--- src/rtl/mem_cmd_pkg.sv ---
`default_nettype none
// ============================================================================
// Module      : mem_cmd_pkg
// Description : Shared FSM encoding, response constants and frame-header bit
//               positions for the UART memory command initiator.
// Revision    : 1.0 - initial release
// ============================================================================
package mem_cmd_pkg;

  // Command FSM states, in frame-processing order
  typedef enum logic [2:0] {
    IDLE  = 3'd0,
    ADDR  = 3'd1,
    DATA  = 3'd2,
    ISSUE = 3'd3,
    WAIT  = 3'd4,
    SEND  = 3'd5
  } state_t;

  // Single-byte responses
  localparam logic [7:0] ACK = 8'hA5;
  localparam logic [7:0] ERR = 8'hEE;

  // Bit positions inside frame byte0 = {rw, mem_type, 5'b0, addr[8]}
  localparam int B0_RW_BIT    = 7;
  localparam int B0_TYPE_BIT  = 6;
  localparam int B0_ADDR8_BIT = 0;

  // Widths of memory read data and of the serialised response word
  localparam int RDATA_W = 42;
  localparam int RESP_W  = 48;

  // Left-pad a memory read word into a full 6-byte response
  function automatic logic [RESP_W-1:0] pad_resp(input logic [RDATA_W-1:0] r);
    return {{(RESP_W-RDATA_W){1'b0}}, r};
  endfunction

endpackage
`default_nettype wire

--- src/rtl/mem_cmd_initiator_if.sv ---
`default_nettype none
// ============================================================================
// Module      : mem_cmd_initiator_if
// Description : Memory access bus between the command initiator (master) and
//               the instruction/data memories (slave).
// Revision    : 1.0 - initial release
// ============================================================================
interface mem_cmd_initiator_if;
  logic        write_mem_req;
  logic        rw_flag;
  logic        target_mem_type;
  logic [8:0]  target_addr;
  logic [31:0] mem_wdata;
  logic        instr_mem_tx_data_ready;
  logic [41:0] instr_mem_rdata;
  logic        data_mem_tx_data_ready;
  logic [41:0] data_mem_rdata;

  modport master (
    output write_mem_req, rw_flag, target_mem_type, target_addr, mem_wdata,
    input  instr_mem_tx_data_ready, instr_mem_rdata,
    input  data_mem_tx_data_ready, data_mem_rdata
  );

  modport slave (
    input  write_mem_req, rw_flag, target_mem_type, target_addr, mem_wdata,
    output instr_mem_tx_data_ready, instr_mem_rdata,
    output data_mem_tx_data_ready, data_mem_rdata
  );
endinterface
`default_nettype wire

--- src/rtl/mem_cmd_initiator_resp_serializer.sv ---
`default_nettype none
// ============================================================================
// Module      : resp_serializer
// Description : Loads a response word with a byte count (1 or 6) and shifts
//               it out MSB first over a valid/ready byte handshake.
// Revision    : 1.0 - initial release
// ============================================================================
module resp_serializer
  import mem_cmd_pkg::*;
(
  input  logic              clk,
  input  logic              rst_n,
  input  logic              load,
  input  logic [RESP_W-1:0] word,
  input  logic [2:0]        count,
  output logic [7:0]        tx_byte,
  output logic              tx_valid,
  input  logic              tx_ready,
  output logic              done
);

  logic [RESP_W-1:0] r_shift;
  logic [2:0]        r_left;
  logic              w_xfer;

  assign w_xfer   = tx_valid && tx_ready;
  assign tx_valid = (r_left != 3'd0);
  assign tx_byte  = r_shift[RESP_W-1 -: 8];
  assign done     = w_xfer && (r_left == 3'd1);

  // Load a new response or advance one byte per accepted transfer
  always_ff @(posedge clk or negedge rst_n) begin
    if (!rst_n) begin
      r_shift <= '0;
      r_left  <= 3'd0;
    end else if (load) begin
      // A single-byte response lives in the low byte; move it to the output slot
      r_shift <= (count == 3'd1) ? {word[7:0], {(RESP_W-8){1'b0}}} : word;
      r_left  <= count;
    end else if (w_xfer) begin
      r_shift <= {r_shift[RESP_W-9:0], 8'd0};
      r_left  <= r_left - 3'd1;
    end
  end

endmodule
`default_nettype wire

--- src/rtl/mem_cmd_initiator.sv ---
`default_nettype none
// ============================================================================
// Module      : mem_cmd_initiator
// Description : Parses UART command frames into single memory accesses and
//               returns ACK / ERR / 6-byte read responses over UART.
//               Define MEM_CMD_TIMEOUT_EN to bound the read-response wait to
//               TIMEOUT_CYCLES cycles (ERR is sent on expiry).
// Revision    : 1.0 - initial release
// ============================================================================
module mem_cmd_initiator
  import mem_cmd_pkg::*;
#(
  parameter int TIMEOUT_CYCLES = 255
)
(
  input  logic                clk,
  input  logic                rst_n,
  input  logic [7:0]          rx_byte,
  input  logic                rx_valid,
  output logic [7:0]          tx_byte,
  output logic                tx_valid,
  input  logic                tx_ready,
  input  logic                cpu_enable,
  mem_cmd_initiator_if.master mem
);

  state_t            r_state;
  state_t            w_state_next;
  logic              r_rw;
  logic              r_type;
  logic [8:0]        r_addr;
  logic [31:0]       r_wdata;
  logic [1:0]        r_byte_cnt;
  logic              w_req;
  logic              w_load;
  logic [RESP_W-1:0] w_word;
  logic [2:0]        w_count;
  logic              w_done;
  logic              w_ready;
  logic [41:0]       w_rdata;

  // Only the memory addressed by the latched command is listened to
  assign w_ready = r_type ? mem.instr_mem_tx_data_ready : mem.data_mem_tx_data_ready;
  assign w_rdata = r_type ? mem.instr_mem_rdata         : mem.data_mem_rdata;

`ifdef MEM_CMD_TIMEOUT_EN
  localparam logic [7:0] c_TO_LAST = 8'(TIMEOUT_CYCLES - 1);
  logic [7:0] r_to_cnt;
  logic       w_timeout;

  // Count consecutive WAIT cycles without a response
  always_ff @(posedge clk or negedge rst_n) begin
    if (!rst_n) begin
      r_to_cnt <= 8'd0;
    end else if (r_state == WAIT && !w_ready) begin
      r_to_cnt <= r_to_cnt + 8'd1;
    end else begin
      r_to_cnt <= 8'd0;
    end
  end

  assign w_timeout = (r_to_cnt == c_TO_LAST);
`endif

  // FSM state register
  always_ff @(posedge clk or negedge rst_n) begin
    if (!rst_n) begin
      r_state <= IDLE;
    end else begin
      r_state <= w_state_next;
    end
  end

  // Next-state, access strobe and response loading
  always_comb begin
    w_state_next = r_state;
    w_req        = 1'b0;
    w_load       = 1'b0;
    w_word       = '0;
    w_count      = 3'd1;
    case (r_state)
      IDLE:  if (rx_valid) w_state_next = ADDR;
      ADDR:  if (rx_valid) w_state_next = r_rw ? DATA : ISSUE;
      DATA:  if (rx_valid && r_byte_cnt == 2'd3) w_state_next = ISSUE;
      ISSUE: begin
        if (cpu_enable) begin
          w_load       = 1'b1;
          w_word       = {{(RESP_W-8){1'b0}}, ERR};
          w_state_next = SEND;
        end else begin
          w_req = 1'b1;
          if (r_rw) begin
            w_load       = 1'b1;
            w_word       = {{(RESP_W-8){1'b0}}, ACK};
            w_state_next = SEND;
          end else begin
            w_state_next = WAIT;
          end
        end
      end
      WAIT: begin
        if (w_ready) begin
          w_load       = 1'b1;
          w_word       = pad_resp(w_rdata);
          w_count      = 3'd6;
          w_state_next = SEND;
        end
`ifdef MEM_CMD_TIMEOUT_EN
        else if (w_timeout) begin
          w_load       = 1'b1;
          w_word       = {{(RESP_W-8){1'b0}}, ERR};
          w_state_next = SEND;
        end
`endif
      end
      SEND:    if (w_done) w_state_next = IDLE;
      default: w_state_next = IDLE;
    endcase
  end

  // Latch frame fields as bytes arrive
  always_ff @(posedge clk or negedge rst_n) begin
    if (!rst_n) begin
      r_rw       <= 1'b0;
      r_type     <= 1'b0;
      r_addr     <= 9'd0;
      r_wdata    <= 32'd0;
      r_byte_cnt <= 2'd0;
    end else if (rx_valid) begin
      case (r_state)
        IDLE: begin
          r_rw       <= rx_byte[B0_RW_BIT];
          r_type     <= rx_byte[B0_TYPE_BIT];
          r_addr     <= {rx_byte[B0_ADDR8_BIT], 8'd0};
          r_byte_cnt <= 2'd0;
        end
        ADDR: r_addr[7:0] <= rx_byte;
        DATA: begin
          r_wdata    <= {r_wdata[23:0], rx_byte};
          r_byte_cnt <= r_byte_cnt + 2'd1;
        end
        default: ;
      endcase
    end
  end

  assign mem.write_mem_req   = w_req;
  assign mem.rw_flag         = r_rw;
  assign mem.target_mem_type = r_type;
  assign mem.target_addr     = r_addr;
  assign mem.mem_wdata       = r_wdata;

  resp_serializer u_ser (
    .clk      (clk),
    .rst_n    (rst_n),
    .load     (w_load),
    .word     (w_word),
    .count    (w_count),
    .tx_byte  (tx_byte),
    .tx_valid (tx_valid),
    .tx_ready (tx_ready),
    .done     (w_done)
  );

endmodule
`default_nettype wire

--- src/flat_wrapper.sv ---
// flat-port wrapper written by rule: the top's interface ports become plain ports
module mem_cmd_initiator_flat import mem_cmd_pkg::*;
#(
  parameter int TIMEOUT_CYCLES = 255
)
  (clk, rst_n, rx_byte, rx_valid, tx_byte, tx_valid, tx_ready, cpu_enable, mem_write_mem_req, mem_rw_flag, mem_target_mem_type, mem_target_addr, mem_mem_wdata, mem_instr_mem_tx_data_ready, mem_instr_mem_rdata, mem_data_mem_tx_data_ready, mem_data_mem_rdata);
  mem_cmd_initiator_if mem_i ();
  input  logic clk;
  input  logic rst_n;
  input  logic [7:0] rx_byte;
  input  logic rx_valid;
  output logic [7:0] tx_byte;
  output logic tx_valid;
  input  logic tx_ready;
  input  logic cpu_enable;
  output wire logic [$bits(mem_i.write_mem_req)-1:0] mem_write_mem_req;
  output wire logic [$bits(mem_i.rw_flag)-1:0] mem_rw_flag;
  output wire logic [$bits(mem_i.target_mem_type)-1:0] mem_target_mem_type;
  output wire logic [$bits(mem_i.target_addr)-1:0] mem_target_addr;
  output wire logic [$bits(mem_i.mem_wdata)-1:0] mem_mem_wdata;
  input wire logic [$bits(mem_i.instr_mem_tx_data_ready)-1:0] mem_instr_mem_tx_data_ready;
  input wire logic [$bits(mem_i.instr_mem_rdata)-1:0] mem_instr_mem_rdata;
  input wire logic [$bits(mem_i.data_mem_tx_data_ready)-1:0] mem_data_mem_tx_data_ready;
  input wire logic [$bits(mem_i.data_mem_rdata)-1:0] mem_data_mem_rdata;
  assign mem_write_mem_req = mem_i.write_mem_req;
  assign mem_rw_flag = mem_i.rw_flag;
  assign mem_target_mem_type = mem_i.target_mem_type;
  assign mem_target_addr = mem_i.target_addr;
  assign mem_mem_wdata = mem_i.mem_wdata;
  assign mem_i.instr_mem_tx_data_ready = mem_instr_mem_tx_data_ready;
  assign mem_i.instr_mem_rdata = mem_instr_mem_rdata;
  assign mem_i.data_mem_tx_data_ready = mem_data_mem_tx_data_ready;
  assign mem_i.data_mem_rdata = mem_data_mem_rdata;
  mem_cmd_initiator #(.TIMEOUT_CYCLES(TIMEOUT_CYCLES)) u_core (.clk(clk), .rst_n(rst_n), .rx_byte(rx_byte), .rx_valid(rx_valid), .tx_byte(tx_byte), .tx_valid(tx_valid), .tx_ready(tx_ready), .cpu_enable(cpu_enable), .mem(mem_i));
endmodule
--- config.mk ---
export PLATFORM = sky130hd
export DESIGN_NAME = mem_cmd_initiator_flat
export DESIGN_NICKNAME = d
export VERILOG_FILES = /design/src/rtl/mem_cmd_pkg.sv /design/src/rtl/mem_cmd_initiator_if.sv /design/src/rtl/mem_cmd_initiator_resp_serializer.sv /design/src/rtl/mem_cmd_initiator.sv /design/src/flat_wrapper.sv
export SDC_FILE = /design/constraint.sdc
export NUM_CORES = 1
export LEC_CHECK = 0
export BUFFER_PORTS_ARGS = -buffer_cell sky130_fd_sc_hd__buf_2
export CORE_ASPECT_RATIO = 2
export CORE_MARGIN = 1.5
export CORE_UTILIZATION = 53
export CTS_BUF_LIST = sky130_fd_sc_hd__clkbuf_4 sky130_fd_sc_hd__clkbuf_8
export CTS_CLUSTER_SIZE = 16
export DETAILED_ROUTE_END_ITERATION = 10
export GPL_ROUTABILITY_DRIVEN = 0
export PLACE_DENSITY_LB_ADDON = 0.08
export SLEW_MARGIN = 20
export SYNTH_ARGS = -nofsm -noshare
export SYNTH_HDL_FRONTEND = slang
export SYNTH_SLANG_ARGS = --single-unit
--- constraint.sdc ---
create_clock -name clk -period 2.15 [get_ports clk]
set_input_delay 0.43 -clock clk [delete_from_list [all_inputs] [get_ports clk]]
set_output_delay 0.43 -clock clk [all_outputs]
set_load 0.02 [all_outputs]
After elaboration in Yosys (flattened, before gate mapping)
Index checks and enable logic that the tools add are counted.
{"block": "classes", "add_sub_neg": 2, "n_eq_ne": 13, "mux": 30, "n_reduce_logical": 13}
{"op": "2-to-1 mux 48 bit", "count": 4}
{"op": "one-hot mux 48 bit (2 select lines)", "count": 1}
{"op": "2-to-1 mux 42 bit", "count": 2}
{"op": "2-to-1 mux 3 bit", "count": 10}
{"op": "one-hot mux 3 bit (6 select lines)", "count": 1}
{"op": "one-hot mux 8 bit (2 select lines)", "count": 1}
{"op": "== test 3 x 1 -> 1 bit (second input constant)", "count": 3}
{"op": "2-to-1 mux 1 bit", "count": 8}
{"op": "2-to-1 mux 8 bit", "count": 1}
{"op": "AND reduction 2 bit", "count": 4}
{"op": "== test 3 x 2 -> 1 bit (second input constant)", "count": 2}
{"op": "== test 3 bit (second input constant)", "count": 2}
{"op": "!= test 2 bit (second input constant)", "count": 3}
{"op": "nonzero test 2 bit", "count": 3}
{"op": "AND reduction 5 bit", "count": 1}
{"op": "!= test 2 x 1 -> 1 bit (second input constant)", "count": 2}
{"op": "one-hot mux 2 bit (2 select lines)", "count": 1}
{"op": "logical AND 1 bit", "count": 3}
{"op": "zero test 3 bit", "count": 1}
{"op": "nonzero test 3 bit", "count": 1}
{"op": "subtractor 3 x 1 -> 3 bit (second input constant)", "count": 1}
{"op": "adder 2 x 1 -> 2 bit (second input constant)", "count": 1}
{"op": "== test 2 bit (second input constant)", "count": 1}
{"op": "one-hot mux 1 bit (2 select lines)", "count": 1}
{"block": "word_totals", "reg_bits": 99, "inputBits": 99, "out_inout_bits": 53}

Longest topological paths before layout
Gate-level depths: netlist of run 1.
{"block": "depth", "ltp_word": 6, "depth_mapped": 9, "ltp_nobuf": 6}

By module
From an unflattened synthesis of run 1, not the netlist that was laid out.
{"block": "unflattened", "cells_unflattened": 518, "hier_area_um2": 5420.2}
{"module": "resp_serializer", "instances": 1, "cells_per_inst": 273, "area_per_inst_um2": 2772.7}
{"module": "mem_cmd_initiator", "instances": 1, "cells_per_inst": 245, "area_per_inst_um2": 2647.5}

Worst setup path after synthesis of run 1
Ideal clock, no wire load.
{"block": "synth_path", "kind": "flip-flop to flip-flop", "startpoint": "reg u_core.u_ser.r_left[0]", "endpoint": "reg u_core.u_ser.r_shift[28]", "t_arrival_ns": 1.662, "setup_slack_ns": 0.359, "path_stages_with_launch": 10, "n_path_buf": 3, "cell_sequence": "dfrtp_1 > inv_1 > ha_1 > nand2b_2 > and2_1 > clkbuf_1 > buf_4 > buf_4 > mux2i_1 > o22ai_2"}
{"block": "synth_via", "elab_chain_cells": 3}
{"element": "start: declaration", "line": "mem_cmd_initiator_resp_serializer.sv:23", "source": "logic [2:0] r_left;"}
{"element": "start signal: assignment", "line": "mem_cmd_initiator_resp_serializer.sv:39", "source": "r_left <= count;"}
{"element": "start signal: assignment", "line": "mem_cmd_initiator_resp_serializer.sv:42", "source": "r_left <= r_left - 3'd1;"}
{"element": "nonzero test 3 bit", "line": "mem_cmd_initiator_resp_serializer.sv:27", "source": "assign tx_valid = (r_left != 3'd0);"}
{"element": "via tx_valid", "line": "flat_wrapper.sv:13", "source": "output logic tx_valid;"}
{"element": "logical AND 1 bit", "line": "mem_cmd_initiator_resp_serializer.sv:26", "source": "assign w_xfer = tx_valid && tx_ready;"}
{"element": "nonzero test 2 bit (no line)"}
{"element": "end signal: assignment", "line": "mem_cmd_initiator_resp_serializer.sv:38", "source": "r_shift <= (count == 3'd1) ? {word[7:0], {(RESP_W-8){1'b0}}} : word;"}
{"element": "end signal: assignment", "line": "mem_cmd_initiator_resp_serializer.sv:41", "source": "r_shift <= {r_shift[RESP_W-9:0], 8'd0};"}
{"element": "end: declaration", "line": "mem_cmd_initiator_resp_serializer.sv:22", "source": "logic [RESP_W-1:0] r_shift;"}
The timed path passes the listed nets, and every way through them passes these cells.
A chain may end at the register's enable or synchronous reset.

Worst setup path after layout of run 1
{"block": "layout_path", "startpoint": "reg u_core.r_state[2]", "endpoint": "out mem_write_mem_req"}
{"block": "layout_via", "elab_chain_cells": 2}
{"element": "start: declaration", "line": "mem_cmd_initiator.sv:27", "source": "state_t r_state;"}
{"element": "start signal: assignment", "line": "mem_cmd_initiator.sv:70", "source": "r_state <= w_state_next;"}
{"element": "== test 3 x 2 -> 1 bit", "line": "mem_cmd_initiator.sv:81", "source": "case (r_state)"}
{"element": "2-to-1 mux 1 bit", "line": "mem_cmd_initiator.sv:81"}
{"element": "end: declaration", "line": "flat_wrapper.sv:16", "source": "output wire logic [$bits(mem_i.write_mem_req)-1:0] mem_write_mem_req;"}
No other way between the ends.

==> impl_metrics.csv, run 1 <==
group,metric,value,unit
outcome,status,"completed",
sta,fin_crit_sh,89.3,%
sta,rsz0062_at_grt,"false",
power_and_ir_drop,power_density,1400,nW/um^2
global_routing,grt_usage,23.0,%
cells_and_area,area_delta_synth_final,22.6,%
sta,relSlewSlack,52.1,%
global_routing,grt_pass1_wl,17600,um
sta,setup_violations,0,
critical_path,critPathLaunchType,"flop",
hold_path,min-delay-path-class,"input port to async pin",
sta,fin_ws,0.230,ns
synth,yosys_warnings,0,
critical_path,rrSetupSlack,0.27,ns
power_and_ir_drop,ir_worst_vdd,643,uV
placement,placed_area,5720,sq um
cts,post_cts_buffers,0,
critical_path,critPathMaxFanout,11,
floorplanning,rows,49,
sta,whs,0.0158,ns
cells_and_area,register_area,2480,sq um
synth,synth_top_area_cell,"dfrtp_1",
synth,synthTopCellsByCount,"dfrtp_1, mux2i_1, mux2_2, nand2_1, o22ai_2",
flow_run,cap_violations,0,
placement,port_buffers,151,
cells_and_area,nNetsFinal,635,
cells_and_area,multiInputGateArea,2160,sq um
critical_path,path_cells,"nand3b_1, nor2_1, buf_2",
drt,first_pass_iters,5,
floorplanning,die_w,70.8,um
critical_path,crit_required,1.72,ns
critical_path,cp-startpoint,"u_core.r_state[2]$_DFFE_PN0P_",
synth,synth-edff-count,0,
critical_path,crit_path_end_kind,"primary output",
sta,setup_tns,0,ns
cts,clk_latency,0.37,ns
cts,cts_hold_buf,0,
critical_path,rr_endpoint,"u_core.u_ser.r_shift[33]$_DFFE_PN0P_",
floorplanning,boundaryPins,152,
cts,cts_tree,"done",
critical_path,worstSetupPathType,"flop to primary output",
power_and_ir_drop,p_leak,3.07,nW
sta,finalHoldViolCount,0,
synth,syn_area,4870,sq um
global_routing,antenna_found_initial,0,
sta,skew,0.00819,ns
global_routing,overflow,0,
drt,remaining_drc_errors,0,
placement,dp_slack,0.266,ns
sta,max_freq,0.521,GHz
sta,tightestPinTransition,0.713,ns
synth,synth_area_leaders,"dfrtp_1, mux2i_1, mux2_2",
cts,cts_num_sinks,99,
synth,synth_most_common_cell,"dfrtp_1",
drt,routed_wl,10900,um
synth,synth_ff_type,"dfrtp_1",
cts,cts.clk_slew.worst_paths,0.09,ns
critical_path,crit_slowest_cell,"dfrtp_1",
floorplanning,fp.dieH,139,um
synth,synthCells,391,
drt,drt_iter0_drc,167,
cells_and_area,nFillCells,709,
critical_path,max_stage_delay,0.49,ns
drt,via_per_inst,5.48,
drt,avgRoutedWirePerCell,17.0,um
synth,async_reset_ff_share,100,%
global_routing,grt_max_degree,46,
synth,syn_avg_cell_area,12.4,sq um
drt,ant_nets,0,
cts,clockBufferDepth,2,
drt,routed-via-count,3503,
cells_and_area,finalInstanceArea,5970,sq um
synth,yosysSeqAreaShare,50.9,%
cells_and_area,num_antenna_cells,0,
sta,min_period,1.92,ns
synth,ys_types,40,
placement,hpwl,8170,um
floorplanning,start_util,54.4,%
synth,ys_ff_latch,99,
synth,synth_top_area_share,50.9,%
floorplanning,die_area,9800,sq um
sta,slew_violations,0,
critical_path,cp.arrival,1.49,ns
cts,cts_root_buffer,"clkbuf_8",
critical_path,reg2regPathDepth,7,
cts,cts_max_level,3,
floorplanning,design.core.area,8950,sq um
cts,cts_buffers,9,
cells_and_area,drive_gt1_share,45.8,%
global_routing,grt_pass1_vias,3568,
synth,synthesis.nets,494,
critical_path,rr_startpoint,"u_core.u_ser.r_left[0]$_DFFE_PN0P_",
cts,cts_resized,0,
## flip-flops by register name (all words and copies together) (netlist names)
signal	flops
u_core.r_state	3
u_core.mem.rw_flag	1
u_core.mem.target_addr	9
u_core.u_ser.r_shift	48
u_core.mem.mem_wdata	32
u_core.r_byte_cnt	2
u_core.u_ser.r_left	3
u_core.mem.target_mem_type	1
## cell type report
cell class	count	share of cell area [%]
multi-input combinational	253	36.2
clock inverter	5	1.68
inverter	4	0.252
tap	102	2.14
clock buffer	11	2.43
timing repair buffer	165	15.7
sequential	99	41.5
## report_power, final
| group | internal, mW | switching (mW) |
|---|---|---|
| logic | 1.67 | 2.07 |
| clock network | 0.814 | 0.621 |
| registers | 2.61 | 0.537 |
## through the flow
stage          utilization [%]  total power, mW  cells
6_report                  66.7             8.33    639
3_3_place_gp              63.9             6.85    623
5_1_grt                   66.7             8.84    639
3_5_place_dp              63.9             6.98    623
2_1_floorplan                -             5.87    391
4_1_cts                   66.7             8.41    639
## worst max-delay path, delay by kind of cell (launching register included)
| family | cells | cell delay [ns] |
|---|---|---|
| buffers and inverters | 1 | 0.19 |
| DFF | 1 | 0.49 |
| and+or+nand+nor | 2 | 0.44 |
## how the worst max path moves through the flow
stage / endpoint / slack, ns
CTS: mem_write_mem_req / 0.21
finish: mem_write_mem_req / 0.23
detailed placement: u_core.u_ser.r_shift[33]$_DFFE_PN0P_ / 0.27
global placement: u_core.u_ser.r_shift[33]$_DFFE_PN0P_ / 0.39
floorplan: u_core.u_ser.r_shift[28]$_DFFE_PN0P_ / 0.36
global route: mem_write_mem_req / 0.14
## routing by layer
metal / wire, um / global-route usage (%)
met3: 547 / 4.66
met2: 5900 / 41.8
met5: 0 / 0
met1: 4110 / 26.0
met4: 298 / 8.54
## kinds of logic after synthesis
family	synth area share (%)
AND/OR/NAND/NOR	5.68
flip-flops	50.9
AO/OA/AOI/OAI	13.4
adder cells (fa/ha/maj)	1.03
buffers and inverters	4.73
multiplexers	23.9
XOR/XNOR	0.360
## cells in the final DEF (no fill, tap or decap), types with 2 or more instances in the layout
master / Yosys / final
a21o_1: 3 / 3
a21oi_1: 9 / 9
a2bb2oi_1: 4 / 4
a31oi_1: 6 / 6
and4b_1: 2 / 2
buf_12: 0 / 6
buf_2: 10 / 150
buf_4: 13 / 9
bufinv_16: 0 / 3
clkbuf_8: 0 / 10
clkinv_2: 0 / 2
dfrtp_1: 99 / 98
ha_1: 4 / 4
inv_1: 4 / 4
mux2_2: 37 / 37
mux2i_1: 73 / 73
nand2_1: 33 / 33
nand2b_1: 5 / 5
nand3_1: 2 / 2
nor2_1: 5 / 5
o21ai_0: 10 / 10
o21bai_1: 3 / 3
o22ai_1: 13 / 13
o22ai_2: 20 / 20
o2bb2ai_1: 5 / 5
xnor2_1: 2 / 2
Power figures use the tool's default switching activity.
==> run 2, diff against run 1 <==
CORE_UTILIZATION = 48   (was 53)
clock period = 1.6 ns   (was 2.15 ns; I/O delays follow)
==> run 2 against run 1 <==
The flow now finishes with violations (negative setup slack). Wire length increased by 15%. Clock-buffer cell count is 2 lower. Register-to-register slack lost 0.29 ns. Design area is 9.8% higher. First-iteration DRC count decreased by 24%. Die area grew 10%. Core utilization is essentially flat. Via count grew 6.5%. Worst hold slack better by 0.17 ns. Clock power increased by 5%. Final cell count rose by 10%. Setup slack got worse by 0.30 ns. Critical endpoint unchanged.
==> impl_metrics.csv, run 2 (synthesis gave the netlist of run 1 again) <==
group,metric,value,unit
cts,cts.clk_slew.worst_paths,0.10,ns
cts,cts_root_buffer,"clkbuf_8",
global_routing,grt_usage,22.4,%
cells_and_area,largest_reg_flops,48,
sta,min_period,1.67,ns
drt,avgRoutedWirePerCell,17.7,um
outcome,status,"finished with violations",
drt,first_pass_iters,4,
cts,clk_latency,0.37,ns
power_and_ir_drop,p_leak,3.30,nW
cts,cts_tree,"done",
sta,max_freq,0.599,GHz
cells_and_area,nNetsFinal,672,
drt,wl_met2,7100,um
floorplanning,die_area,10800,sq um
critical_path,critPathLaunchType,"flop",
floorplanning,boundaryPins,152,
sta,fin_ws,-0.0688,ns
cts,cts_buffers,9,
critical_path,crit_path_end_kind,"primary output",
global_routing,grt_pass1_vias,3812,
cells_and_area,num_antenna_cells,0,
sta,finalHoldViolCount,0,
critical_path,critPathMaxFanout,5,
power_and_ir_drop,power_density,1840,nW/um^2
sta,tightestPinTransition,0.479,ns
cells_and_area,layout_common_cells,"buf_2, dfrtp_1, mux2i_1",
cells_and_area,fin_util,66.7,%
flow_run,cap_violations,0,
drt,drt_iter0_drc,127,
global_routing,antenna_found_initial,0,
critical_path,worstSetupPathType,"flop to primary output",
floorplanning,design.core.area,9830,sq um
floorplanning,fp.dieH,145,um
global_routing,overflow,0,
cts,cts_num_sinks,99,
power_and_ir_drop,ir_worst_vdd,1030,uV
critical_path,rrSetupSlack,-0.02,ns
outcome,violations,"negative setup slack",
drt,routed-via-count,3730,
placement,dp_slack,0.000940,ns
sta,setup_violations,15,
cts,cts_max_level,3,
drt,routed.top_layer,"met4",
sta,rsz0062_at_grt,"true",
critical_path,crit_required,1.28,ns
cells_and_area,final_common_cell,"buf_2",
sta,relSlewSlack,68.0,%
drt,ant_nets,0,
drt,wl_met1,4460,um
sta,slew_violations,0,
drt,wl_met3,585,um
floorplanning,start_util,49.5,%
placement,port_buffers,151,
cells_and_area,drive_gt1_share,52.1,%
global_routing,grt_pass1_wl,18300,um
critical_path,rr_startpoint,"u_core.r_state[0]$_DFFE_PN0P_",
global_routing,grt_max_degree,39,
critical_path,reg2regPathDepth,8,
sta,fin_crit_sh,104,%
cells_and_area,regMostFlops,"u_core.u_ser.r_shift",
placement,hpwl,8570,um
hold_path,min-delay-path-class,"input port to flop",
floorplanning,die_w,74.2,um
critical_path,cp.arrival,1.35,ns
critical_path,crit_end,"mem_write_mem_req",
drt,routed_wl,12500,um
drt,remaining_drc_errors,0,
critical_path,rr_endpoint,"u_core.u_ser.r_shift[10]$_DFFE_PN0P_",
drt,via_per_inst,5.28,
cts,clockBufferDepth,2,
sta,skew,0.0115,ns
cells_and_area,area_delta_synth_final,34.6,%
critical_path,cp-startpoint,"u_core.r_state[2]$_DFFE_PN0P_",
floorplanning,rows,51,
-- run 2: cell types whose count changed in the layout (fill, tap and decap cells not counted), sizes merged --
cell | previous run | this run
buf | 165 | 196
bufbuf | 0 | 1
bufinv | 3 | 0
clkbuf | 11 | 13
clkinv | 2 | 1
clkinvlp | 0 | 3
dlygate4sd3 | 0 | 1
inv | 4 | 7
-- run 2: metrics by stage --
stage | cell area [sq um] | power (mW) | instances | TNS [ns] | hold WS (ns)
3_3_place_gp | 5900 | 9.49 | 665 | 0 | 0.311
2_1_floorplan | 4910 | 7.98 | 391 | -0.292 | 0.0244
6_report | 6550 | 12.1 | 706 | -0.167 | 0.190
3_5_place_dp | 5900 | 9.66 | 665 | 0 | 0.309
5_1_grt | 6550 | 12.8 | 706 | -2.22 | 0.178
4_1_cts | 6200 | 11.5 | 689 | -0.237 | 0.175
-- run 2: timing repair --
item / CTS / global route
pin swaps: 4 / 2
gates cloned: 1 / 6
endpoints found under the hold margin: 30 / 0
setup buffers: 6 / 12
hold buffers: 1 / 0
resized for setup: 8 / 26
endpoints found under the setup margin: 6 / 81
-- run 2: power by group --
group	switching [mW]	leakage, nW	internal [mW]
combinational	3.22	1.93	3.15
clock	0.924	0.0829	0.584
sequential	0.687	1.29	3.51
total	4.83	3.30	7.25
-- run 2: cell type report --
type | count | area (sq um)
clock inverters | 7 | 57.6
repair buffers | 202 | 1430
flip-flops and latches | 99 | 2480
fillers | 802 | 3280
well taps | 132 | 165
multi-input cells | 253 | 2280
clock buffers | 9 | 124
inverters | 4 | 15.0
-- run 2: worst min-delay path by stage --
stage | startpoint | end | slack [ns] | cells after the start
after global routing | rx_byte[3] | u_core.mem.target_addr[3]$_DFFE_PN0P_ | 0.18 | 3
after CTS | rx_byte[3] | u_core.mem.mem_wdata[3]$_DFFE_PN0P_ | 0.17 | 2
final | rx_byte[3] | u_core.mem.mem_wdata[3]$_DFFE_PN0P_ | 0.19 | 2
after detailed placement | rst_n | u_core.mem.mem_wdata[31]$_DFFE_PN0P_ | 0.31 | 1
after floorplan | rst_n | u_core.mem.mem_wdata[0]$_DFFE_PN0P_ | 0.02 | 0
after global placement | rst_n | u_core.mem.mem_wdata[11]$_DFFE_PN0P_ | 0.31 | 1
-- run 2: layer usage --
metal | global-route usage (%) | vias to the layer above
li1 | - | 1771
met1 | 23.7 | 1798
met2 | 41.2 | 140
met3 | 3.46 | 21
met4 | 10.3 | 0
met5 | 0 | -
-- run 2: critical path, stage by stage, from the launching register on --
cell and delay (ns):
dfrtp_2 0.45, nand3b_1 0.23, nor2_4 0.16, buf_6 0.13
